## src/rtl/fetch_pkg.sv

```systemverilog
// Shared constants and FSM state encoding for the instruction fetch front end.
package fetch_pkg;

  localparam int unsigned PC_W     = 24;
  localparam int unsigned INSN_W   = 32;
  localparam int unsigned PC_STEP  = 4;
  localparam logic [31:0] NOP_INSN = 32'h0;

  typedef enum logic [1:0] {
    IDLE  = 2'd0,
    REQ   = 2'd1,
    DRAIN = 2'd2
  } fetch_state_t;

endpackage

```

## src/rtl/fetch_fifo.sv

```systemverilog
// Prefetch FIFO holding {pc, insn} entries; flush overrides any same-cycle push/pop.
module fetch_fifo #(
  parameter int unsigned DEPTH = 4,
  parameter int unsigned WIDTH = 56
) (
  input  logic                   clk,
  input  logic                   rst_n,
  input  logic                   i_push,
  input  logic [WIDTH-1:0]       i_push_data,
  input  logic                   i_pop,
  input  logic                   i_flush,
  output logic [$clog2(DEPTH):0] o_count,
  output logic [WIDTH-1:0]       o_head
);

  localparam int unsigned AW = $clog2(DEPTH);
  localparam logic [AW:0] FULL_CNT = (AW+1)'(DEPTH);

  logic [WIDTH-1:0] r_mem [DEPTH];
  logic [AW-1:0]    r_wr_ptr;
  logic [AW-1:0]    r_rd_ptr;
  logic [AW:0]      r_count;
  logic             w_do_push;
  logic             w_do_pop;

  // A full FIFO still accepts a push when the head leaves in the same cycle.
  assign w_do_pop  = i_pop && (r_count != '0);
  assign w_do_push = i_push && ((r_count != FULL_CNT) || w_do_pop);

  always_ff @(posedge clk or negedge rst_n) begin
    if (!rst_n) begin
      r_wr_ptr <= '0;
      r_rd_ptr <= '0;
      r_count  <= '0;
    end else if (i_flush) begin
      r_wr_ptr <= '0;
      r_rd_ptr <= '0;
      r_count  <= '0;
    end else begin
      if (w_do_push) r_wr_ptr <= r_wr_ptr + AW'(1);
      if (w_do_pop)  r_rd_ptr <= r_rd_ptr + AW'(1);
      case ({w_do_push, w_do_pop})
        2'b10:   r_count <= r_count + (AW+1)'(1);
        2'b01:   r_count <= r_count - (AW+1)'(1);
        default: r_count <= r_count;
      endcase
    end
  end

  always_ff @(posedge clk) begin
    if (w_do_push && !i_flush) r_mem[r_wr_ptr] <= i_push_data;
  end

  assign o_count = r_count;
  assign o_head  = r_mem[r_rd_ptr];

endmodule

```

## src/rtl/fetch_unit.sv

```systemverilog
// Instruction fetch front end: single-outstanding imem requests feeding a prefetch FIFO.
// Define FETCH_STATS_EN to add saturating fetch_count/flush_count outputs.
module fetch_unit #(
  parameter int unsigned     PC_W     = fetch_pkg::PC_W,
  parameter int unsigned     INSN_W   = fetch_pkg::INSN_W,
  parameter int unsigned     DEPTH    = 4,
  parameter logic [PC_W-1:0] RESET_PC = '0
) (
  input  logic              clk,
  input  logic              reset,
  output logic              imem_req,
  output logic [PC_W-1:0]   imem_addr,
  input  logic              imem_ack,
  input  logic [INSN_W-1:0] imem_rdata,
  input  logic              redirect_valid,
  input  logic [PC_W-1:0]   redirect_pc,
  output logic              code_valid,
  output logic [INSN_W-1:0] code,
  output logic [PC_W-1:0]   code_pc,
  input  logic              code_ready
`ifdef FETCH_STATS_EN
  ,
  output logic [31:0]       fetch_count,
  output logic [15:0]       flush_count
`endif
);

  import fetch_pkg::*;

  localparam int unsigned CW = $clog2(DEPTH) + 1;
  localparam logic [CW-1:0] FULL_CNT = CW'(DEPTH);

  fetch_state_t           r_state;
  logic                   r_req;
  logic [PC_W-1:0]        r_pc;
  logic [PC_W-1:0]        r_addr;
  logic [CW-1:0]          w_count;
  logic [PC_W+INSN_W-1:0] w_head;
  logic                   w_push;
  logic                   w_pop;
  logic                   w_credit_after;
  logic [PC_W-1:0]        w_pc_next;

  assign w_push    = (r_state == REQ) && imem_ack && !redirect_valid;
  assign w_pop     = code_valid && code_ready;
  assign w_pc_next = r_pc + PC_W'(PC_STEP);

  // Only evaluated on an accepted REQ ack, so count+1 never exceeds DEPTH.
  assign w_credit_after = (w_count + CW'(1) - CW'(w_pop)) < FULL_CNT;

  fetch_fifo #(
    .DEPTH (DEPTH),
    .WIDTH (PC_W + INSN_W)
  ) u_fifo (
    .clk         (clk),
    .rst_n       (reset),
    .i_push      (w_push),
    .i_push_data ({r_pc, imem_rdata}),
    .i_pop       (w_pop),
    .i_flush     (redirect_valid),
    .o_count     (w_count),
    .o_head      (w_head)
  );

  // r_addr tracks r_pc except in DRAIN, where the outstanding address must not move.
  always_ff @(posedge clk or negedge reset) begin
    if (!reset) begin
      r_state <= IDLE;
      r_req   <= 1'b0;
      r_pc    <= RESET_PC;
      r_addr  <= RESET_PC;
    end else begin
      unique case (r_state)
        IDLE: begin
          if (redirect_valid) begin
            r_pc    <= redirect_pc;
            r_addr  <= redirect_pc;
            r_state <= REQ;
            r_req   <= 1'b1;
          end else if (w_count < FULL_CNT) begin
            r_state <= REQ;
            r_req   <= 1'b1;
          end
        end
        REQ: begin
          if (redirect_valid) begin
            r_pc <= redirect_pc;
            if (imem_ack) r_addr <= redirect_pc;
            else          r_state <= DRAIN;
          end else if (imem_ack) begin
            r_pc   <= w_pc_next;
            r_addr <= w_pc_next;
            if (!w_credit_after) begin
              r_state <= IDLE;
              r_req   <= 1'b0;
            end
          end
        end
        DRAIN: begin
          if (redirect_valid) r_pc <= redirect_pc;
          if (imem_ack) begin
            r_addr  <= redirect_valid ? redirect_pc : r_pc;
            r_state <= REQ;
          end
        end
        default: begin
          r_state <= IDLE;
          r_req   <= 1'b0;
        end
      endcase
    end
  end

  assign imem_req   = r_req;
  assign imem_addr  = r_addr;
  assign code_valid = (w_count != '0);
  assign code       = code_valid ? w_head[INSN_W-1:0] : INSN_W'(NOP_INSN);
  assign code_pc    = code_valid ? w_head[PC_W+INSN_W-1:INSN_W] : '0;

`ifdef FETCH_STATS_EN
  logic        w_ack;
  logic [31:0] r_fetch_count;
  logic [15:0] r_flush_count;

  assign w_ack = r_req && imem_ack;

  always_ff @(posedge clk or negedge reset) begin
    if (!reset) begin
      r_fetch_count <= '0;
      r_flush_count <= '0;
    end else begin
      if (w_ack && (r_fetch_count != '1)) r_fetch_count <= r_fetch_count + 32'd1;
      if (redirect_valid && (r_flush_count != '1)) r_flush_count <= r_flush_count + 16'd1;
    end
  end

  assign fetch_count = r_fetch_count;
  assign flush_count = r_flush_count;
`endif

endmodule

```

## config.mk

```make
export PLATFORM = sky130hd
export DESIGN_NAME = fetch_unit
export DESIGN_NICKNAME = d
export VERILOG_FILES = /design/src/rtl/fetch_pkg.sv /design/src/rtl/fetch_fifo.sv /design/src/rtl/fetch_unit.sv
export SDC_FILE = /design/constraint.sdc
export NUM_CORES = 1
export LEC_CHECK = 0
export BUFFER_PORTS_ARGS = -buffer_cell sky130_fd_sc_hd__clkbuf_2
export CAP_MARGIN = 10
export CORE_MARGIN = 2
export CORE_UTILIZATION = 59
export CTS_CLUSTER_SIZE = 25
export DETAILED_ROUTE_END_ITERATION = 10
export PLACE_DENSITY = 0.86
export SETUP_SLACK_MARGIN = 0.2
export SYNTH_ARGS = -nofsm -noshare
export SYNTH_HDL_FRONTEND = slang
export SYNTH_SLANG_ARGS = --single-unit
```

## constraint.sdc

```tcl
create_clock -name clk -period 4.1 [get_ports clk]
set_clock_uncertainty 0.2 [all_clocks]
set_input_delay 0.41 -clock clk [delete_from_list [all_inputs] [get_ports clk]]
set_output_delay 0.41 -clock clk [all_outputs]
set_load 0.02 [all_outputs]
```

Word level (Yosys, flattened, before mapping)
Memories as Yosys holds them, arrays and structs flattened.
Cells that the tools add are included.
W data, S select, Z words.
{"block": "word_totals", "memories": 1, "ff_bits": 58, "in_bits": 61, "ramBits": 224, "wordCells": 84}
{"block": "op_classes", "add_sub_neg": 6, "n_lt_le_gt_ge": 2, "bitwise": 1, "n_eq_ne": 14, "n_mux": 33, "n_reduce_logical": 20}
{"memory": "u_fifo.r_mem", "words": 4, "word_bits": 56, "read_ports": 1, "rd_clocked_by_memory_dff": 0, "write_ports": 1, "line": "fetch_fifo.sv:19", "text": "logic [WIDTH-1:0] r_mem [DEPTH];"}
{"cell": "$mux W24", "n": 8}
{"cell": "$pmux W24 S3", "n": 1}
{"cell": "$pmux W24 S2", "n": 1}
{"cell": "$mux W32", "n": 1}
{"cell": "$add A24 B3 Y24 const B", "n": 1}
{"cell": "$mux W2", "n": 11}
{"cell": "$ne A3 B3 Y1 const B", "n": 5}
{"cell": "$ne A2 B2 Y1 const B", "n": 5}
{"cell": "$reduce_and A5 Y1", "n": 2}
{"cell": "$reduce_bool A3 Y1", "n": 3}
{"cell": "$mux W1", "n": 7}
{"cell": "$logic_and A1 B1 Y1", "n": 6}
{"cell": "$lt A3 B3 Y1 const B", "n": 2}
{"cell": "$pmux W2 S3", "n": 1}
{"cell": "$pmux W3 S2", "n": 1}
{"cell": "$reduce_bool A2 Y1", "n": 3}
{"cell": "$add A2 B1 Y2 const B", "n": 2}
{"cell": "$eq A2 B1 Y1 const B", "n": 2}
{"cell": "$eq A2 B2 Y1 const B", "n": 2}
{"cell": "$reduce_and A4 Y1", "n": 1}
{"cell": "$add A3 B1 Y3 const B", "n": 1}
{"cell": "$mux W3", "n": 1}
{"cell": "$pmux W1 S3", "n": 1}
{"cell": "$sub A3 B1 Y3", "n": 1}
{"cell": "7 further kinds", "n": 7}

Logic depth before layout (Yosys ltp)
Gate-level depths: netlist (run 1).
{"block": "logic_depth", "word_depth": 8, "depth_mapped": 10, "mapped_depth_nobuf": 7}

Cells and area by module
From an unflattened synthesis (run 1), not the netlist that was laid out.
{"block": "unflattened", "cells_unflattened": 883, "hier_area_um2": 12841.1}
{"module": "fetch_fifo", "seq_area_each_um2": 6901.6, "area_each_um2": 8678.3, "instances": 1, "cells_per_inst": 356}
{"module": "fetch_unit", "seq_area_each_um2": 1276.2, "area_each_um2": 4162.7, "instances": 1, "cells_per_inst": 527}

Worst setup path after synthesis (run 1)
No wires, ideal clock.
{"block": "synth_timing", "kind": "register to register", "from": "reg r_state[1]", "to": "mem u_fifo.r_mem[1][0], enable pin", "stages_incl_launch_ff": 7, "synth_period_minus_slack_ns": 3.627, "arrival_ns": 3.008, "t_required_ns": 3.480, "slack_ns": 0.473, "path_cell_list": "dfrtp_1 inv_1 ha_1 clkbuf_1 nand2_1 a311oi_1 and2_1"}
{"block": "synth_via", "elab_chain_len": 7}
{"element": "start: declaration", "line": "fetch_unit.sv:33", "text": "fetch_state_t r_state;"}
{"element": "start signal: assignment", "line": "fetch_unit.sv:68", "text": "r_state <= IDLE;"}
{"element": "start signal: assignment", "line": "fetch_unit.sv:78", "text": "r_state <= REQ;"}
{"element": "start signal: assignment", "line": "fetch_unit.sv:81", "text": "r_state <= REQ;"}
{"element": "$eq A2 B1 Y1", "line": "fetch_unit.sv:44", "text": "assign w_push = (r_state == REQ) && imem_ack && !redirect_valid;"}
{"element": "$logic_and A1 B1 Y1 (2 in series)", "line": "fetch_unit.sv:44"}
{"element": "$logic_and A1 B1 Y1", "line": "fetch_fifo.sv:28", "text": "assign w_do_push = i_push && ((r_count != FULL_CNT) || w_do_pop);"}
{"element": "$logic_and A1 B1 Y1", "line": "fetch_fifo.sv:51", "text": "if (w_do_push && !i_flush) r_mem[r_wr_ptr] <= i_push_data;"}
{"element": "$mux W1", "line": "fetch_fifo.sv:51"}
{"element": "$mux W1 (not written as such)", "line": "fetch_fifo.sv:51"}
{"element": "end: declaration", "line": "fetch_fifo.sv:19"}
Every way passes these cells.

Final worst setup path (run 1)
{"block": "layout_timing", "from": "reg r_state[1]", "to": "mem u_fifo.r_mem[2][32], enable pin"}
The elaborated chain is that of the path after synthesis.

==> impl_metrics.json, run 1 <==
{
  "pre_cts_ws_ps": 763,
  "critical_path_peak_fanout": 26,
  "r2r-start": "r_state[1]$_DFFE_PN0P_",
  "tritoncts": "built",
  "place_area_um2": 13700,
  "slew_headroom": 0.322,
  "die_x_um": 150,
  "mappedNetlistNets": 950,
  "diodes": 0,
  "powerDensity_nw_per_um2": 698,
  "coreArea_um2": 21000,
  "vias": 8678,
  "gp_congestion": 0.962,
  "syn_to_final_growth_pct": 19.2,
  "layout_commonest_cell": "edfxtp_1",
  "tightestPinTransition_ps": 1020,
  "syn-instance-count": 877,
  "pwr-share-seq": 0.394,
  "clock_latency_ps": 530,
  "clock_path_buffers": 3,
  "fmax_mhz": 297,
  "holdBufCountCts": 38,
  "critPathLaunchType": "flip-flop",
  "hold_violations": 0,
  "critPathArrivalTime_ps": 3400,
  "status": "finished clean",
  "critPathKind": "reg2reg",
  "synth_edf_count": 224,
  "multi_input_area_um2": 4110,
  "crit_path_cell_trace": "inv_1, ha_1, nand2_1, a311oi_1, buf_4, and2_2, buf_4",
  "ys_top_cells_by_area": "edfxtp_1, dfrtp_1, mux4_2, and2_1, o21ai_0",
  "fin_area_um2": 15000,
  "timing.final.crit_share": 0.820,
  "grt_max_degree": 60,
  "seq_area_um2": 8180,
  "syn_area_per_cell_um2": 14.4,
  "grt_pass1_wl_mm": 50.1,
  "layout_setup_ws_ps": 737,
  "p_sw_frac": 0.369,
  "post_cts_buffers": 0,
  "place.port_buffers": 142,
  "clk_transition_reported_paths_ps": 60,
  "p_leak_nw": 5.48,
  "min-delay-start": "redirect_pc[6]",
  "h-tree-depth": 1,
  "peakVddDrop_mv": 0.461,
  "grt_usage": 0.295,
  "routed_wl_mm": 33.2,
  "clock-sinks": 282,
  "place_hpwl_mm": 19.2,
  "clock-root-buffer": "clkbuf_16",
  "die_h_um": 150,
  "yosysUniqueCellTypes": 68,
  "p_sw_mw": 3.87,
  "dieArea_um2": 22600,
  "finalSetupViolCount": 0,
  "drive_above_1_share": 0.270,
  "fin_nets": 1126,
  "first_pass_iters": 5,
  "syn_area_um2": 12600,
  "start_util": 0.600,
  "fin_tns_setup_ps": 0,
  "drc": 0,
  "fin_crit_ps": 3360,
  "ys_ff_latch": 282,
  "crit_path_start": "r_state[1]$_DFFE_PN0P_",
  "ios": 143,
  "yosysWarnings": 0,
  "comb_power_share": 0.357,
  "hp-class": "in2reg",
  "worstSetupEndpointType": "flip-flop",
  "rsz0062_at_grt": "no",
  "slowest_delay_ps": 720,
  "cts-resized-gates": 0,
  "yosysTopAreaCell": "edfxtp_1",
  "drt_iter0_markers": 1084,
  "synth_seq_area_share": 0.649,
  "grt_pass1_vias": 8461,
  "wl_per_cell_um": 24.6,
  "crit_slowest_cell": "ha_1",
  "vias_per_cell": 6.44,
  "numCtsBuffers": 28,
  "async_flop_share": 0.206,
  "cap_violations": 0,
  "antenna_found_initial": 0,
  "internal_power_mw": 6.62,
  "critPathRequiredTime_ps": 4140,
  "cp_common_cell": "buf_4",
  "clock_power_share": 0.249,
  "gr-total-overflow": 0,
  "synth_ff_type": "edfxtp_1",
  "fillCellCount": 1300,
  "postRouteAntennaNets": 0,
  "synth_top_cell_area_share": 0.533,
  "num_rows": 53,
  "layout_common_cells": "edfxtp_1, clkbuf_2, and2_1",
  "maxSlewViolCount": 0
}
Yosys cell counts, types with 4 or more instances:
master,count
or4_1,5
nor2b_1,5
or3_1,8
o21ai_0,45
a21o_1,4
buf_1,5
o31ai_1,4
and2_1,61
nand2_1,43
a311oi_1,4
nor4_1,5
a21oi_1,44
and3_1,7
mux4_2,56
a32oi_1,4
inv_1,21
o211ai_1,5
nor2_1,48
xnor2_1,6
o22ai_1,4
mux2i_1,10
nor3_1,15
a211oi_1,7
clkbuf_1,46
a31oi_1,7
nand4_1,7
buf_2,8
a22o_1,5
nand3_1,21
edfxtp_1,224
mux2_2,8
ha_1,12
xor2_1,5
a221oi_1,10
dfrtp_1,58
logic make-up after synthesis:
family / share of synthesized area
DFF: 0.649
and+or+nand+nor: 0.100
AOI/OAI and AO/OA: 0.0903
buffers and inverters: 0.0261
muxes: 0.115
adders and majority gates: 0.0119
xor gates and xnor gates: 0.00764
path summary, 6_finish.rpt:
| path | slack (ps) | cells past startpoint | end |
|---|---|---|---|
| setup reg to reg | 740 | 7 | u_fifo.r_mem[2][32]$_DFFE_PP_ |
| hold reg to reg | 300 | 2 | imem_addr[2]$_DFFE_PN0P_ |
| min in group asynchronous | 310 | 2 | imem_addr[3]$_DFFE_PN0P_ |
| max in group asynchronous | 2480 | 3 | imem_addr[2]$_DFFE_PN0P_ |
| setup / recovery | 740 | 7 | u_fifo.r_mem[2][32]$_DFFE_PP_ |
| hold / removal | 20 | 3 | imem_addr[6]$_DFFE_PN0P_ |
registers in the layout (all words and copies together), names as in the netlist:
signal           flops
u_fifo.r_rd_ptr      2
u_fifo.o_count       3
imem_addr           24
u_fifo.r_mem       224
u_fifo.r_wr_ptr      2
r_state              2
imem_req             1
r_pc                24
critical path, delay by kind of cell, from the launching register on:
family,cells,cell delay (ps)
adder cells (fa/ha/maj),1,720
AND/OR/NAND/NOR,2,810
buffers and inverters,3,590
AO/OA/AOI/OAI,1,320
flip-flops,1,420
metrics by stage:
step	instances	hold WS [ps]	power (mW)	util
after floorplan	877	-85.6	6.56	-
after global placement	1260	284	7.66	0.652
after global routing	1348	17.6	11.0	0.715
final	1348	21.1	10.5	0.715
after CTS	1348	3.08	10.5	0.715
after detailed placement	1260	288	7.78	0.652
layer usage:
metal / vias up / wire length [µm] / GRT usage
met5: - / 0 / 0
met4: 0 / 838 / 0.0783
met3: 64 / 3390 / 0.0473
met2: 656 / 16500 / 0.492
met1: 4210 / 12500 / 0.411
li1: 3748 / - / -
power by group through the flow:
stage | combinational (mW) | clock [mW] | sequential [mW]
after CTS | 3.70 | 2.63 | 4.13
final | 3.74 | 2.61 | 4.14
after detailed placement | 3.62 | 0 | 4.16
after floorplan | 2.55 | 0 | 4.01
after global placement | 3.53 | 0 | 4.13
after global routing | 4.02 | 2.75 | 4.20
final cells by class:
class | instances | share of cell area
Multi-Input combinational cell | 511 | 0.274
Sequential cell | 282 | 0.545
Timing Repair Buffer | 208 | 0.0908
Clock buffer | 34 | 0.0495
Inverter | 22 | 0.00550
Tap cell | 275 | 0.0229
Clock inverter | 16 | 0.0129
(Power assumes the default switching activity.)
==> run 2, diff against run 1 <==
- clock period: 4.1 -> 3.3 ns (I/O delays scaled with it)
==> run 2 against run 1 <==
Effect of this change: first-iteration DRC count is 19% lower; critical path depth is 1 lower; flip-flop and latch count stayed put; global-route usage is 0.54 points lower; wire length is 3.4% lower.
==> impl_metrics.json, run 2 (same netlist as run 1, synthesis figures left out) <==
{
  "critPathLaunchType": "flip-flop",
  "clock_latency_ps": 550,
  "vias": 8568,
  "hp-class": "in2reg",
  "die_x_um": 150,
  "critPathRequiredTime_ps": 3520,
  "clock-sinks": 282,
  "hold_violations": 0,
  "drt_iter0_markers": 880,
  "die_h_um": 150,
  "tritoncts": "built",
  "fin_tns_setup_ps": 0,
  "grt_pass1_vias": 8496,
  "grt_max_degree": 57,
  "place.port_buffers": 142,
  "rsz0062_at_grt": "no",
  "clock_path_buffers": 3,
  "start_util": 0.600,
  "largest_register_ffs": 224,
  "clock-root-buffer": "clkbuf_16",
  "wl_met2_mm": 15.6,
  "slew_headroom": 0.441,
  "finalSetupViolCount": 0,
  "final_core_util": 0.730,
  "antenna_found_initial": 0,
  "numCtsBuffers": 28,
  "gr-total-overflow": 0,
  "wl_met1_mm": 12.6,
  "drc": 0,
  "drive_above_1_share": 0.272,
  "cap_violations": 0,
  "dieArea_um2": 22600,
  "fin_crit_ps": 2920,
  "gp_congestion": 0.931,
  "critPathKind": "reg2reg",
  "wl_per_cell_um": 23.4,
  "powerDensity_nw_per_um2": 865,
  "syn_to_final_growth_pct": 21.7,
  "timing.final.crit_share": 0.884,
  "grt_usage": 0.290,
  "fin_nets": 1148,
  "holdPathStages": 3,
  "worstSetupEndpointType": "flip-flop",
  "grt_pass1_wl_mm": 49.5,
  "pre_cts_ws_ps": 471,
  "routed.top_layer": "met4",
  "coreArea_um2": 21000,
  "status": "finished clean",
  "p_leak_nw": 5.62,
  "place_hpwl_mm": 19.4,
  "postRouteAntennaNets": 0,
  "vias_per_cell": 6.25,
  "ff2ff_path_depth": 6,
  "routed_wl_mm": 32.0,
  "clk_transition_reported_paths_ps": 60,
  "peakVddDrop_mv": 0.705,
  "wl_met3_mm": 2.78,
  "layout_setup_ws_ps": 383,
  "critical_path_peak_fanout": 12,
  "num_rows": 53,
  "layout_common_cells": "edfxtp_1, clkbuf_2, and2_1",
  "maxSlewViolCount": 0,
  "critPathArrivalTime_ps": 3140,
  "h-tree-depth": 1,
  "regMostFlops": "u_fifo.r_mem",
  "first_pass_iters": 5,
  "tightestPinTransition_ps": 838,
  "layout_commonest_cell": "edfxtp_1",
  "ios": 143,
  "fmax_mhz": 343
}
==> run 2: cell types whose count changed in the layout (fill, tap and decap cells not counted), moves of 2 or more <==
cell	change
clkinv_4	-2
buf_12	+3
buf_4	+2
dlygate4sd3_1	+17
clkinv_2	+2
bufinv_16	+3
clkinv_1	-4
==> run 2: area by class of cell <==
class / count / area [µm²]
Clock buffer: 34 / 733
Sequential cell: 282 / 8180
Inverter: 22 / 82.6
Multi-Input combinational cell: 511 / 4120
Fill cell: 1276 / 5670
Timing Repair Buffer: 230 / 1610
Tap cell: 275 / 344
Antenna cell: 1 / 2.50
Clock inverter: 15 / 277
==> run 2: critical path: stages, from the launching register on <==
cell and delay [ps]:
dfrtp_1 560, ha_1 340, nand3_2 210, or4_1 750
or3_1 390, xnor2_1 220, o21bai_1 120
==> run 2: power breakdown <==
| part | internal [mW] | switching [mW] | total [mW] |
|---|---|---|---|
| clock network | 2.13 | 1.35 | 3.48 |
| registers | 4.44 | 0.604 | 5.04 |
| logic | 1.92 | 2.83 | 4.75 |
==> run 2: path summary, 6_finish.rpt <==
| kind | slack (ps) | endpoint | startpoint |
|---|---|---|---|
| worst max-delay path | 380 | imem_addr[20]$_DFFE_PN0P_ | r_pc[2]$_DFFE_PN0P_ |
| worst min-delay path | 20 | imem_addr[23]$_DFFE_PN0P_ | redirect_pc[23] |
| worst max register to register | 380 | imem_addr[20]$_DFFE_PN0P_ | r_pc[2]$_DFFE_PN0P_ |
| worst min register to register | 310 | imem_req$_DFFE_PN0P_ | imem_req$_DFFE_PN0P_ |
| max in group asynchronous | 1980 | imem_addr[15]$_DFFE_PN0P_ | reset |
| min in group asynchronous | 130 | imem_addr[4]$_DFFE_PN0P_ | reset |
==> run 2: layer usage <==
metal  GRT usage  up-vias
li1            -     3797
met1       0.399     4189
met2       0.473      497
met3      0.0506       85
met4      0.0995        0
met5           0        -
==> run 2: what timing repair did <==
item	CTS	global route
gates resized for setup	0	1
setup buffers	0	0
endpoints found under the setup margin	0	2
hold endpoints to repair	187	0
hold buffers	55	0
==> run 2: through the flow <==
step	hold WS, ps	power [mW]	area, µm²	cells
floorplan	-166	8.15	12600	877
global placement	186	9.55	13800	1265
detailed placement	194	9.69	13800	1265
CTS	0.960	13.2	15300	1369
global route	55.8	13.9	15300	1369
finish	20.6	13.3	15300	1370
==> run 3, diff against run 2 <==
- CORE_UTILIZATION: 59 -> 53
- PLACE_DENSITY: 0.86 -> 0.82
- clock period: 3.3 -> 2.54 ns (I/O delays scaled with it)
==> run 3 against run 2 <==
Effect of this change: the flow now finishes with violations (setup timing); flip-flop and latch count unchanged; combinational power increased by 99%; final cell count increased by 9.8%; critical path depth decreased by 1; cell area increased by 11%; largest power group is now combinational cells; core utilization increased by 0.061 points; setup slack got worse by 520 ps.
==> impl_metrics.json, run 3 (same netlist as run 1, synthesis figures left out) <==
{
  "critPathKind": "reg2out",
  "clock_latency_ps": 560,
  "failed_checks": "setup timing",
  "crit-reg2reg-capture": "imem_req$_DFFE_PN0P_",
  "place_inst": 1362,
  "coreArea_um2": 23400,
  "p_leak_nw": 6.38,
  "drt_iter0_markers": 939,
  "clock_path_buffers": 3,
  "rsz0062_at_grt": "yes",
  "reg2reg_slack_ps": 10,
  "place_hpwl_mm": 19.9,
  "first_pass_iters": 5,
  "gp_congestion": 0.924,
  "num_rows": 56,
  "die_x_um": 158,
  "fillCellCount": 1411,
  "grt_usage": 0.284,
  "critPathArrivalTime_ps": 2220,
  "grt_pass1_wl_mm": 53.3,
  "ios": 143,
  "h-tree-depth": 1,
  "place.port_buffers": 142,
  "pwr-share-seq": 0.312,
  "multi_input_area_um2": 4430,
  "layout_setup_ws_ps": -135,
  "largest_register_ffs": 224,
  "grt_max_degree": 58,
  "powerDensity_nw_per_um2": 1170,
  "clock_power_share": 0.214,
  "drive_above_1_share": 0.392,
  "hold_violations": 0,
  "critPathRequiredTime_ps": 2090,
  "final_core_util": 0.731,
  "layout_commonest_cell": "edfxtp_1",
  "die_h_um": 158,
  "comb_power_share": 0.473,
  "cap_violations": 0,
  "fin_crit_ps": 2680,
  "status": "finished, violations left",
  "dieArea_um2": 25000,
  "tritoncts": "built",
  "clock-root-buffer": "clkbuf_16",
  "regMostFlops": "u_fifo.r_mem",
  "place_area_um2": 14500,
  "fmax_mhz": 374,
  "clock-sinks": 282,
  "fin_nets": 1237,
  "grt_pass1_vias": 9071,
  "gr-total-overflow": 0,
  "timing.hold.ws_ps": 47.1,
  "finalSetupViolCount": 53,
  "antenna_found_initial": 0,
  "syn_to_final_growth_pct": 35.6,
  "layout_common_cells": "edfxtp_1, clkbuf_2, buf_4",
  "ff2ff_path_depth": 7,
  "worstSetupEndpointType": "output port",
  "start_util": 0.539,
  "tightestPinTransition_ps": 726,
  "holdPathStages": 5,
  "maxSlewViolCount": 0,
  "drc": 0,
  "postRouteAntennaNets": 0,
  "holdPathEnd": "u_fifo.o_count[0]$_DFFE_PN0P_",
  "r2r-start": "u_fifo.o_count[0]$_DFFE_PN0P_",
  "fin_tns_setup_ps": -3180,
  "clk_transition_reported_paths_ps": 60,
  "routed_wl_mm": 38.2,
  "critical_path_peak_fanout": 6,
  "p_sw_mw": 7.17,
  "min-delay-start": "code_ready",
  "instances_no_fill": 1504,
  "vias": 9227,
  "seq_area_um2": 8190,
  "peakVddDrop_mv": 0.689,
  "critPathLaunchType": "flip-flop",
  "vias_per_cell": 6.13,
  "p_sw_frac": 0.358,
  "fin_area_um2": 17100,
  "internal_power_mw": 12.8,
  "hp-class": "in2reg",
  "diodes": 0,
  "wl_per_cell_um": 25.4,
  "slew_headroom": 0.516,
  "timing.final.crit_share": 1.05,
  "numCtsBuffers": 28
}
-- run 3: routing by layer --
layer  vias to the layer above  wire [µm]  track usage  share of wire
met3                        93       3170       0.0463          0.083
met4                         0       1520       0.0828          0.040
met1                      4596      14100        0.375           0.37
li1                       3978          -            -              -
met2                       560      19400        0.488           0.51
met5                         -          0            0              0
-- run 3: layout make-up --
class / instances / share of cell area
Inverter: 22 / 0.00490
Clock inverter: 16 / 0.0122
Sequential cell: 282 / 0.479
Multi-Input combinational cell: 511 / 0.259
Tap cell: 319 / 0.0233
Timing Repair Buffer: 319 / 0.179
Clock buffer: 35 / 0.0425
-- run 3: power by group through the flow --
stage	Sequential, mW	Combinational (mW)	Clock [mW]
floorplan	6.48	4.21	0
global placement	6.29	6.82	0
detailed placement	6.33	6.97	0
CTS	6.20	8.27	4.27
global route	6.30	10.0	4.48
finish	6.25	9.46	4.29
-- run 3: repair_timing --
| item | in CTS | in global routing |
|---|---|---|
| resized for setup | 81 | 182 |
| gates cloned | 5 | 2 |
| setup endpoints to repair | 106 | 310 |
| setup buffers | 17 | 10 |
| pin swaps | 25 | 39 |
| hold buffers | 57 | 0 |
| hold endpoints to repair | 196 | 0 |
-- run 3: worst max-delay path by stage --
stage                              startpoint              endpoint  cells past startpoint  slack (ps)
2_1_floorplan   u_fifo.o_count[0]$_DFFE_PN0P_  imem_req$_DFFE_PN0P_                      7          90
3_3_place_gp    u_fifo.o_count[0]$_DFFE_PN0P_  imem_req$_DFFE_PN0P_                      7          50
3_5_place_dp    u_fifo.o_count[0]$_DFFE_PN0P_  imem_req$_DFFE_PN0P_                      7          20
4_1_cts        u_fifo.r_rd_ptr[0]$_DFFE_PN0P_           code_pc[20]                      6        -130
5_1_grt        u_fifo.r_rd_ptr[0]$_DFFE_PN0P_            code_pc[9]                      6        -170
6_report       u_fifo.r_rd_ptr[0]$_DFFE_PN0P_           code_pc[11]                      5        -140
-- run 3: stage by stage --
step	power (mW)	setup slack, ps
global placement	13.1	47.6
CTS	18.7	-126
detailed placement	13.3	23.4
global route	20.8	-166
finish	20.0	-135
floorplan	10.7	89.6
-- run 3: worst max-delay path: stages (launching register included) --
cell and delay (ps):
dfrtp_4 530, buf_4 170, buf_16 140, mux4_2 480, and2_4 190, clkbuf_8 150
